==> src/rtl/jstk_pkg.sv <==
// Shared constants for the PmodJSTK SPI master: command prefix, FSM encoding
// and the position of each payload byte within a transaction.
package jstk_pkg;

   localparam logic [5:0] CMD_PREFIX = 6'b100000;
   localparam int         NBYTES     = 5;

   localparam logic [2:0] ST_IDLE  = 3'd0;
   localparam logic [2:0] ST_SETUP = 3'd1;
   localparam logic [2:0] ST_XFER  = 3'd2;
   localparam logic [2:0] ST_GAP   = 3'd3;
   localparam logic [2:0] ST_DONE  = 3'd4;

   localparam logic [2:0] XL  = 3'd0;
   localparam logic [2:0] XH  = 3'd1;
   localparam logic [2:0] YL  = 3'd2;
   localparam logic [2:0] YH  = 3'd3;
   localparam logic [2:0] BTN = 3'd4;

   function automatic logic [7:0] cmd_byte(input logic [1:0] led);
      return {CMD_PREFIX, led};
   endfunction

endpackage

==> src/rtl/edge_sync.sv <==
// Two-flop synchroniser for the divided SPI square wave, plus registered
// rise/fall strobes that appear three clk cycles after the pad transition.
module edge_sync (
   input  logic clk,
   input  logic rst,
   input  logic i_pad,
   output logic o_level,
   output logic o_rise,
   output logic o_fall
);

   logic r_meta;
   logic r_sync;
   logic r_prev;
   logic r_rise;
   logic r_fall;

   always_ff @(posedge clk or posedge rst) begin
      if (rst) begin
         r_meta <= 1'b0;
         r_sync <= 1'b0;
         r_prev <= 1'b0;
         r_rise <= 1'b0;
         r_fall <= 1'b0;
      end else begin
         r_meta <= i_pad;
         r_sync <= r_meta;
         r_prev <= r_sync;
         r_rise <= r_sync & ~r_prev;
         r_fall <= ~r_sync & r_prev;
      end
   end

   assign o_level = r_sync;
   assign o_rise  = r_rise;
   assign o_fall  = r_fall;

endmodule

==> src/rtl/jstk_spi_master.sv <==
// Mode-0 SPI master for the PmodJSTK: one 5-byte exchange per start request,
// sending the LED command and decoding X, Y and button state on completion.
module jstk_spi_master #(
   parameter int PRE_EDGES = 2,
   parameter int GAP_EDGES = 1,
   parameter int NBYTES    = jstk_pkg::NBYTES
) (
   input  logic       clk,
   input  logic       rst,
   input  logic       sclk_in,
   input  logic       start,
   input  logic [1:0] led,
   input  logic       miso,
   output logic       sck,
   output logic       mosi,
   output logic       ss_n,
   output logic       busy,
   output logic       done,
   output logic [9:0] x_pos,
   output logic [9:0] y_pos,
   output logic [2:0] buttons
);

   import jstk_pkg::*;

   localparam logic [3:0] PRE_LAST  = (PRE_EDGES > 1) ? 4'(PRE_EDGES - 1) : 4'd0;
   localparam logic [3:0] GAP_LAST  = (GAP_EDGES > 1) ? 4'(GAP_EDGES - 1) : 4'd0;
   localparam logic [2:0] LAST_BYTE = 3'(NBYTES - 1);

   logic       w_level;
   logic       w_rise;
   logic       w_fall;

   logic [2:0] r_state;
   logic [3:0] r_edge_cnt;
   logic [3:0] r_bit_cnt;
   logic [2:0] r_byte_idx;
   logic [7:0] r_tx_shift;
   logic [7:0] r_rx_shift;
   logic [7:0] r_slot_xl;
   logic [1:0] r_slot_xh;
   logic [7:0] r_slot_yl;
   logic [1:0] r_slot_yh;
   logic       r_sck;
   logic       r_mosi;
   logic       r_ss_n;
   logic       r_busy;
   logic       r_done;
   logic [9:0] r_x_pos;
   logic [9:0] r_y_pos;
   logic [2:0] r_buttons;

   edge_sync u_edge_sync (
      .clk     (clk),
      .rst     (rst),
      .i_pad   (sclk_in),
      .o_level (w_level),
      .o_rise  (w_rise),
      .o_fall  (w_fall)
   );

   always_ff @(posedge clk or posedge rst) begin
      if (rst) begin
         r_state    <= ST_IDLE;
         r_edge_cnt <= 4'd0;
         r_bit_cnt  <= 4'd0;
         r_byte_idx <= 3'd0;
         r_tx_shift <= 8'h00;
         r_rx_shift <= 8'h00;
         r_slot_xl  <= 8'h00;
         r_slot_xh  <= 2'b00;
         r_slot_yl  <= 8'h00;
         r_slot_yh  <= 2'b00;
         r_sck      <= 1'b0;
         r_mosi     <= 1'b0;
         r_ss_n     <= 1'b1;
         r_busy     <= 1'b0;
         r_done     <= 1'b0;
         r_x_pos    <= 10'd0;
         r_y_pos    <= 10'd0;
         r_buttons  <= 3'd0;
      end else begin
         r_done <= 1'b0;
         // The synchronised level only reaches the pin while bits are moving.
         r_sck  <= (r_state == ST_XFER) ? w_level : 1'b0;

         case (r_state)
            ST_IDLE: begin
               if (start) begin
                  r_state    <= ST_SETUP;
                  r_busy     <= 1'b1;
                  r_ss_n     <= 1'b0;
                  r_edge_cnt <= 4'd0;
                  r_bit_cnt  <= 4'd0;
                  r_byte_idx <= 3'd0;
                  r_tx_shift <= cmd_byte(led);
               end
            end

            ST_SETUP: begin
               if (w_fall) begin
                  if (r_edge_cnt == PRE_LAST) begin
                     r_state    <= ST_XFER;
                     r_mosi     <= r_tx_shift[7];
                     r_tx_shift <= {r_tx_shift[6:0], 1'b0};
                  end else begin
                     r_edge_cnt <= r_edge_cnt + 4'd1;
                  end
               end
            end

            ST_XFER: begin
               if (w_rise) begin
                  r_rx_shift <= {r_rx_shift[6:0], miso};
                  r_bit_cnt  <= r_bit_cnt + 4'd1;
               end else if (w_fall) begin
                  if (r_bit_cnt == 4'd8) begin
                     r_bit_cnt  <= 4'd0;
                     r_edge_cnt <= 4'd0;
                     // Only the bits that survive output decode are kept per slot.
                     case (r_byte_idx)
                        XL:      r_slot_xl <= r_rx_shift;
                        XH:      r_slot_xh <= r_rx_shift[1:0];
                        YL:      r_slot_yl <= r_rx_shift;
                        YH:      r_slot_yh <= r_rx_shift[1:0];
                        default: ;
                     endcase
                     if (r_byte_idx == LAST_BYTE) begin
                        r_state   <= ST_DONE;
                        r_ss_n    <= 1'b1;
                        r_busy    <= 1'b0;
                        r_done    <= 1'b1;
                        r_mosi    <= 1'b0;
                        r_x_pos   <= {r_slot_xh, r_slot_xl};
                        r_y_pos   <= {r_slot_yh, r_slot_yl};
                        r_buttons <= r_rx_shift[2:0];
                     end else begin
                        r_byte_idx <= r_byte_idx + 3'd1;
                        r_mosi     <= 1'b0;
                        r_tx_shift <= 8'h00;
                        if (GAP_EDGES != 0) begin
                           r_state <= ST_GAP;
                        end
                     end
                  end else begin
                     r_mosi     <= r_tx_shift[7];
                     r_tx_shift <= {r_tx_shift[6:0], 1'b0};
                  end
               end
            end

            ST_GAP: begin
               if (w_fall) begin
                  if (r_edge_cnt == GAP_LAST) begin
                     r_state    <= ST_XFER;
                     r_mosi     <= r_tx_shift[7];
                     r_tx_shift <= {r_tx_shift[6:0], 1'b0};
                  end else begin
                     r_edge_cnt <= r_edge_cnt + 4'd1;
                  end
               end
            end

            ST_DONE: begin
               r_state <= ST_IDLE;
            end

            default: begin
               r_state <= ST_IDLE;
            end
         endcase
      end
   end

   assign sck     = r_sck;
   assign mosi    = r_mosi;
   assign ss_n    = r_ss_n;
   assign busy    = r_busy;
   assign done    = r_done;
   assign x_pos   = r_x_pos;
   assign y_pos   = r_y_pos;
   assign buttons = r_buttons;

endmodule

==> config.mk <==
export PLATFORM = sky130hd
export DESIGN_NAME = jstk_spi_master
export DESIGN_NICKNAME = d
export VERILOG_FILES = /design/src/rtl/jstk_pkg.sv /design/src/rtl/edge_sync.sv /design/src/rtl/jstk_spi_master.sv
export SDC_FILE = /design/constraint.sdc
export NUM_CORES = 1
export LEC_CHECK = 0
export ABC_AREA = 1
export CAP_MARGIN = 0
export CELL_PAD_IN_SITES_DETAIL_PLACEMENT = 0
export CELL_PAD_IN_SITES_GLOBAL_PLACEMENT = 2
export CORE_ASPECT_RATIO = 1.1
export CORE_MARGIN = 4
export CORE_UTILIZATION = 35
export CTS_CLUSTER_DIAMETER = 80
export CTS_CLUSTER_SIZE = 20
export DETAILED_ROUTE_END_ITERATION = 7
export MAX_ROUTING_LAYER = met4
export PLACE_DENSITY = 0.83
export SYNTH_ARGS = -nofsm -noshare
export SYNTH_HDL_FRONTEND = slang
export SYNTH_SLANG_ARGS = --single-unit
==> constraint.sdc <==
create_clock -name clk -period 2.8 [get_ports clk]
set_input_delay 0.28 -clock clk [delete_from_list [all_inputs] [get_ports clk]]
set_output_delay 0.28 -clock clk [all_outputs]
set_load 0.05 [all_outputs]
==> results of run 1 <==
[area by class of cell]
class                      count  share of cell area
tap                          143              0.0389
sequential                    83               0.452
clock inverter                 6              0.0153
clock buffer                  10              0.0520
inverter                      47              0.0387
multi-input combinational    293               0.323
timing repair buffer          36              0.0801
[synth_stat cells]
master,number,area share
nand2_1,157,0.15
dfrtp_1,82,0.54
inv_1,45,0.044
nand3_1,28,0.037
o21ai_0,23,0.030
nor2_1,17,0.017
ha_1,10,0.033
o21ai_1,9,0.012
a21oi_1,8,0.010
o21bai_1,8,0.016
o21ai_2,7,0.016
nor2_4,6,0.018
buf_2,5,0.0065
buf_6,5,0.015
nor2_2,4,0.0065
nand2_2,3,0.0049
or2_2,3,0.0049
buf_4,2,0.0039
inv_2,2,0.0020
nand3_4,2,0.0091
nand4_1,2,0.0033
xor2_1,2,0.0046
dfstp_2,1,0.0069
nand2_4,1,0.0029
nand3_2,1,0.0026
nand4_4,1,0.0055
nor3_1,1,0.0013
[registers in the layout, summed over array words and instances, names as in the netlist, 2 cells and up]
register    cells
r_edge_cnt      4
x_pos          10
r_slot_yh       2
r_slot_xh       2
buttons         3
r_bit_cnt       4
r_rx_shift      8
r_slot_xl       8
y_pos          10
r_slot_yl       8
r_tx_shift      8
r_state         3
r_byte_idx      3
[worst max-delay path by stage]
stage / start / end / slack (ns)
3_5_place_dp: r_state[2] / r_state[1] / 0.55
6_report: r_state[2] / r_state[1] / 0.58
4_1_cts: r_state[2] / r_state[1] / 0.53
3_3_place_gp: r_state[2] / r_state[1] / 0.53
2_1_floorplan: rst / busy / 0.38
5_1_grt: r_state[2] / r_state[1] / 0.23
[power breakdown]
part | total [W] | internal, W | leakage [nW] | switching (W)
clock | 0.00123 | 0.000724 | 0.153 | 0.000504
combinational | 0.000874 | 0.000275 | 1.02 | 0.000600
sequential | 0.00147 | 0.00135 | 1.13 | 0.000120
[stage by stage]
stage                     setup slack [ns]  cells  power (W)  instance area (um2)  hold WS [ns]
after floorplan                      0.385    435    0.00216                 3830         0.311
after global placement               0.530    602    0.00237                 4290         0.339
after detailed placement             0.546    602    0.00238                 4290         0.340
after CTS                            0.529    618    0.00362                 4590         0.356
after global routing                 0.226    618    0.00382                 4590         0.356
final                                0.585    618    0.00357                 4590         0.353
[cells by family after synthesis]
family | share of synthesized area
simple gates | 0.266
flops | 0.542
xor+xnor | 0.00457
fa+ha+maj | 0.0326
compound gates | 0.0839
buf+inv | 0.0711
[per-layer routing]
layer  part of all wire  vias up  track usage
li1                   -     1431            -
met1               0.45     1307        0.170
met2               0.51       33        0.234
met3              0.029       11       0.0225
met4              0.014        0       0.0505
met5                  0        -            -
==> results.py, run 1 <==
metrics = {
    "clock_network": {
        "numCtsBuffers": 9,
        "clkLatencyLatePin_ns": 0.33,
        "cts_setup_buffers": 0,
        "cts_root_buf": "clkbuf_16",
        "cts_max_path_buffers": 2,
        "cts_sinks": 83,
        "cts_tree": "built",
        "ctsResizeCount": 0,
        "hold_buffers": 0,
        "cts_max_level": 3,
        "path_clk_slew_ns": 0.06,
    },
    "placement": {
        "hpwl_um": 5310,
        "io_buffer_count": 34,
        "routabilityCongestion": 0.781,
    },
    "worst_setup_path": {
        "worstPathMaxFanout": 13,
        "cp_slowest_cell": "dfrtp_1",
        "end_kind": "register",
        "r2r_end": "r_state[1]",
        "path_buf_inv": 2,
        "slowest_delay_ns": 0.47,
        "rr_worst_depth": 9,
        "path_class": "register to register",
        "crit_top_cell": "nand2_1",
        "worstPathRequired_ns": 3.02,
        "crit_chain": "inv_1, nand2_1, nor2_1, nand2_1, nand3_1, inv_1, nand2_1, nand2_1, nand2_1",
        "critPathTopFamily": "simple AND/OR/NAND/NOR gates",
        "r2r_setup_slack_ns": 0.58,
        "cp-start-kind": "register",
        "worstPathArrival_ns": 2.43,
        "worst-path-stages": 9,
        "timing.rr.start": "r_state[2]",
    },
    "synth": {
        "seq_area_frac_synth": 0.542,
        "syn_area_mm2": 0.00383,
        "avgSynthCellArea_um2": 8.81,
        "yosysUniqueCellTypes": 27,
        "syn-num-nets": 452,
        "synth_seq_cells": 83,
        "yosys_warnings": 0,
        "synth_cells": 435,
    },
    "grt": {
        "grt_pass1_wl_um": 13900,
        "grt_overflow": 0,
        "grt_max_degree": 84,
        "antenna_found_initial": 0,
        "grt_usage": 0.140,
        "first_global_vias": 2848,
    },
    "die": {
        "initial_core_util": 0.364,
        "fp.dieW_um": 108,
        "io_pins": 35,
        "die-area_mm2": 0.0127,
        "std_cell_rows": 39,
        "die_y_um": 118,
        "coreArea_mm2": 0.0105,
    },
    "final_layout": {
        "n_antenna_cell": 0,
        "register_area_mm2": 0.00208,
        "drive_above_1_share": 0.105,
        "final_common_cell": "nand2_1",
        "fin_nets": 487,
        "final_cell_mix": "nand2_1 (157), dfrtp_1 (82), inv_1 (44), clkdlybuf4s50_1 (34), nand3_1 (28)",
        "fill_cells": 1102,
        "multiInputGateArea_mm2": 0.00148,
        "area_growth_pct": 19.8,
        "final_core_util": 0.436,
    },
    "hold_path": {
        "hp-start": "u_edge_sync.r_meta",
        "hp-class": "register to register",
        "min_to": "u_edge_sync.o_level",
        "whs_path_depth": 0,
    },
    "sta": {
        "fin_skew_ns": 0.0102,
        "fin_crit_sh": 0.791,
        "final_hold_viol_count": 0,
        "setup_tns_ns": 0,
        "setup-violations-final": 0,
        "fmax_mhz": 451,
        "slew_violations": 0,
        "worstMarginPinSlew_ns": 0.573,
        "rsz0062_at_grt": "false",
        "post-route-min-period_ns": 2.22,
        "slew-limit-headroom": 0.617,
    },
    "routing": {
        "wirelength_um": 7830,
        "drc": 0,
        "ant_nets": 0,
        "wire_per_inst_um": 12.7,
        "dr_total_vias": 2782,
        "drt_iter0_drc": 96,
        "dr.pass1.iters": 4,
        "via_per_inst": 4.50,
    },
    "power_and_ir_drop": {
        "p_leak_nw": 2.30,
        "ir_drop_v": 0.000306,
        "pwr_density_cell_mw_per_mm2": 778,
    },
    "outcome": {
        "status": "finished clean",
    },
    "run": {
        "cap_violations": 0,
    },
}
Power figures use the tool's default switching activity.
==> inputs of run 2 (changes only) <==
==> constraint.sdc (replaced) <==
create_clock -name clk -period 2.18 [get_ports clk]
set_input_delay 0.218 -clock clk [delete_from_list [all_inputs] [get_ports clk]]
set_output_delay 0.218 -clock clk [all_outputs]
set_load 0.05 [all_outputs]
==> run 2 against run 1 <==
Worst hold slack got worse by 0.087 ns. Register-to-register slack got worse by 0.15 ns. Via count rose by 1.5%. Wire length barely moved. Critical path type is now register to primary output. Die area did not move. Highest routed layer unchanged. Non-clock buffer count rose by 4. Largest cell class unchanged. Cell area rose by 0.71%. Cell count rose by 0.65%. Clock power rose by 23%. Sequential power rose by 29%.
==> results.py, run 2 (synthesis results as in run 1) <==
metrics = {
    "hold_path": {
        "hp-class": "input port to async pin",
    },
    "grt": {
        "antenna_found_initial": 0,
        "grt_max_degree": 39,
        "first_global_vias": 2863,
        "grt_pass1_wl_um": 13900,
        "grt_overflow": 0,
        "grt_usage": 0.141,
    },
    "worst_setup_path": {
        "end_kind": "primary output",
        "worstPathRequired_ns": 1.96,
        "path_buf_inv": 1,
        "timing.rr.start": "r_bit_cnt[0]",
        "cp-endpoint": "ss_n",
        "r2r_end": "r_state[1]",
        "cp_slowest_cell": "clkdlybuf4s50_1",
        "crit_start": "ss_n",
        "path_class": "register to primary output",
        "critPathTopFamily": "buffers and inverters",
        "crit_chain": "clkdlybuf4s50_1",
        "worstPathArrival_ns": 1.66,
        "slowest_delay_ns": 0.80,
        "worst-path-stages": 1,
        "r2r_setup_slack_ns": 0.43,
        "cp-start-kind": "register",
        "rr_worst_depth": 9,
        "worstPathMaxFanout": 2,
    },
    "outcome": {
        "status": "finished clean",
    },
    "power_and_ir_drop": {
        "swShare": 0.334,
        "p_comb_frac": 0.251,
        "pwr-share-seq": 0.416,
        "clockPowerShare": 0.333,
        "p_leak_nw": 2.30,
        "ir_drop_v": 0.000428,
        "pwr_density_cell_mw_per_mm2": 982,
        "p_switching_w": 0.00152,
        "intPower_w": 0.00303,
    },
    "routing": {
        "dr_wl_met2_um": 3950,
        "wire_per_inst_um": 12.6,
        "drc": 0,
        "met3_length_um": 252,
        "dr.pass1.iters": 4,
        "wirelength_um": 7830,
        "wl_met1_um": 3510,
        "dr_total_vias": 2823,
        "via_per_inst": 4.54,
        "ant_nets": 0,
        "drt_iter0_drc": 123,
        "top_layer": "met4",
    },
    "clock_network": {
        "numCtsBuffers": 9,
        "cts_max_level": 3,
        "cts_sinks": 83,
        "cts_max_path_buffers": 2,
        "hold_buffers": 0,
        "path_clk_slew_ns": 0.06,
        "clkLatencyLatePin_ns": 0.34,
        "cts_setup_buffers": 0,
        "ctsResizeCount": 0,
        "cts_tree": "built",
        "cts_root_buf": "clkbuf_16",
    },
    "placement": {
        "pre_cts_ws_ns": 0.404,
        "hpwl_um": 5510,
        "io_buffer_count": 34,
        "routabilityCongestion": 0.803,
    },
    "die": {
        "coreArea_mm2": 0.0105,
        "io_pins": 35,
        "die_y_um": 118,
        "die-area_mm2": 0.0127,
        "fp.dieW_um": 108,
        "std_cell_rows": 39,
        "initial_core_util": 0.364,
    },
    "final_layout": {
        "area_growth_pct": 20.7,
        "final_common_cell": "nand2_1",
        "fill_cells": 1082,
        "n_antenna_cell": 0,
        "drive_above_1_share": 0.109,
        "fin_nets": 491,
        "final_cell_mix": "nand2_1 (157), dfrtp_1 (82), inv_1 (44), clkdlybuf4s50_1 (34), nand3_1 (28)",
    },
    "sta": {
        "fmax_mhz": 532,
        "fin_skew_ns": 0.00909,
        "setup_tns_ns": 0,
        "post-route-min-period_ns": 1.88,
        "final_hold_viol_count": 0,
        "fin_ws_ns": 0.301,
        "worstMarginPinSlew_ns": 0.595,
        "slew-limit-headroom": 0.603,
        "setup-violations-final": 0,
        "fin_crit_sh": 0.862,
        "slew_violations": 0,
        "rsz0062_at_grt": "false",
    },
    "run": {
        "cap_violations": 0,
    },
}
## run 2: worst min-delay path by stage
stage                       start                  end  slack [ns]  cells after the start
2_1_floorplan             sclk_in   u_edge_sync.r_meta        0.25                      0
3_3_place_gp   u_edge_sync.r_meta  u_edge_sync.o_level        0.35                      0
3_5_place_dp   u_edge_sync.r_meta  u_edge_sync.o_level        0.35                      0
4_1_cts                       rst        r_edge_cnt[2]        0.27                      2
5_1_grt                       rst        r_edge_cnt[2]        0.29                      2
6_report                      rst        r_edge_cnt[2]        0.27                      2
## run 2: cell type report
class | count | area [um2] | share of cell area
repair buffers | 40 | 410 | 0.0887
well taps | 143 | 179 | 0.0387
clock inverters | 4 | 50.0 | 0.0108
flip-flops and latches | 83 | 2080 | 0.449
clock buffers | 12 | 246 | 0.0533
multi-input cells | 293 | 1480 | 0.320
inverters | 47 | 180 | 0.0389
## run 2: metal layers
metal | vias up | global-route usage
met5 | - | -
met4 | 0 | 0.0450
met3 | 11 | 0.0346
met2 | 28 | 0.230
met1 | 1346 | 0.172
li1 | 1438 | -
## run 2: per-stage QoR
stage | utilization | instances | total power, W | cell area, um2 | hold WS, ns
2_1_floorplan | - | 435 | 0.00277 | 3840 | 0.249
3_3_place_gp | 0.411 | 606 | 0.00307 | 4330 | 0.349
3_5_place_dp | 0.411 | 606 | 0.00308 | 4330 | 0.348
4_1_cts | 0.439 | 622 | 0.00461 | 4630 | 0.274
5_1_grt | 0.439 | 622 | 0.00488 | 4630 | 0.291
6_report | 0.439 | 622 | 0.00454 | 4630 | 0.266
## run 2: power groups by stage
stage / Sequential, W / Clock (W) / Combinational, W
after global placement: 0.00192 / 0 / 0.00116
after detailed placement: 0.00192 / 0 / 0.00116
final: 0.00189 / 0.00151 / 0.00114
after floorplan: 0.00197 / 0 / 0.000804
after global routing: 0.00193 / 0.00163 / 0.00133
after CTS: 0.00189 / 0.00155 / 0.00117
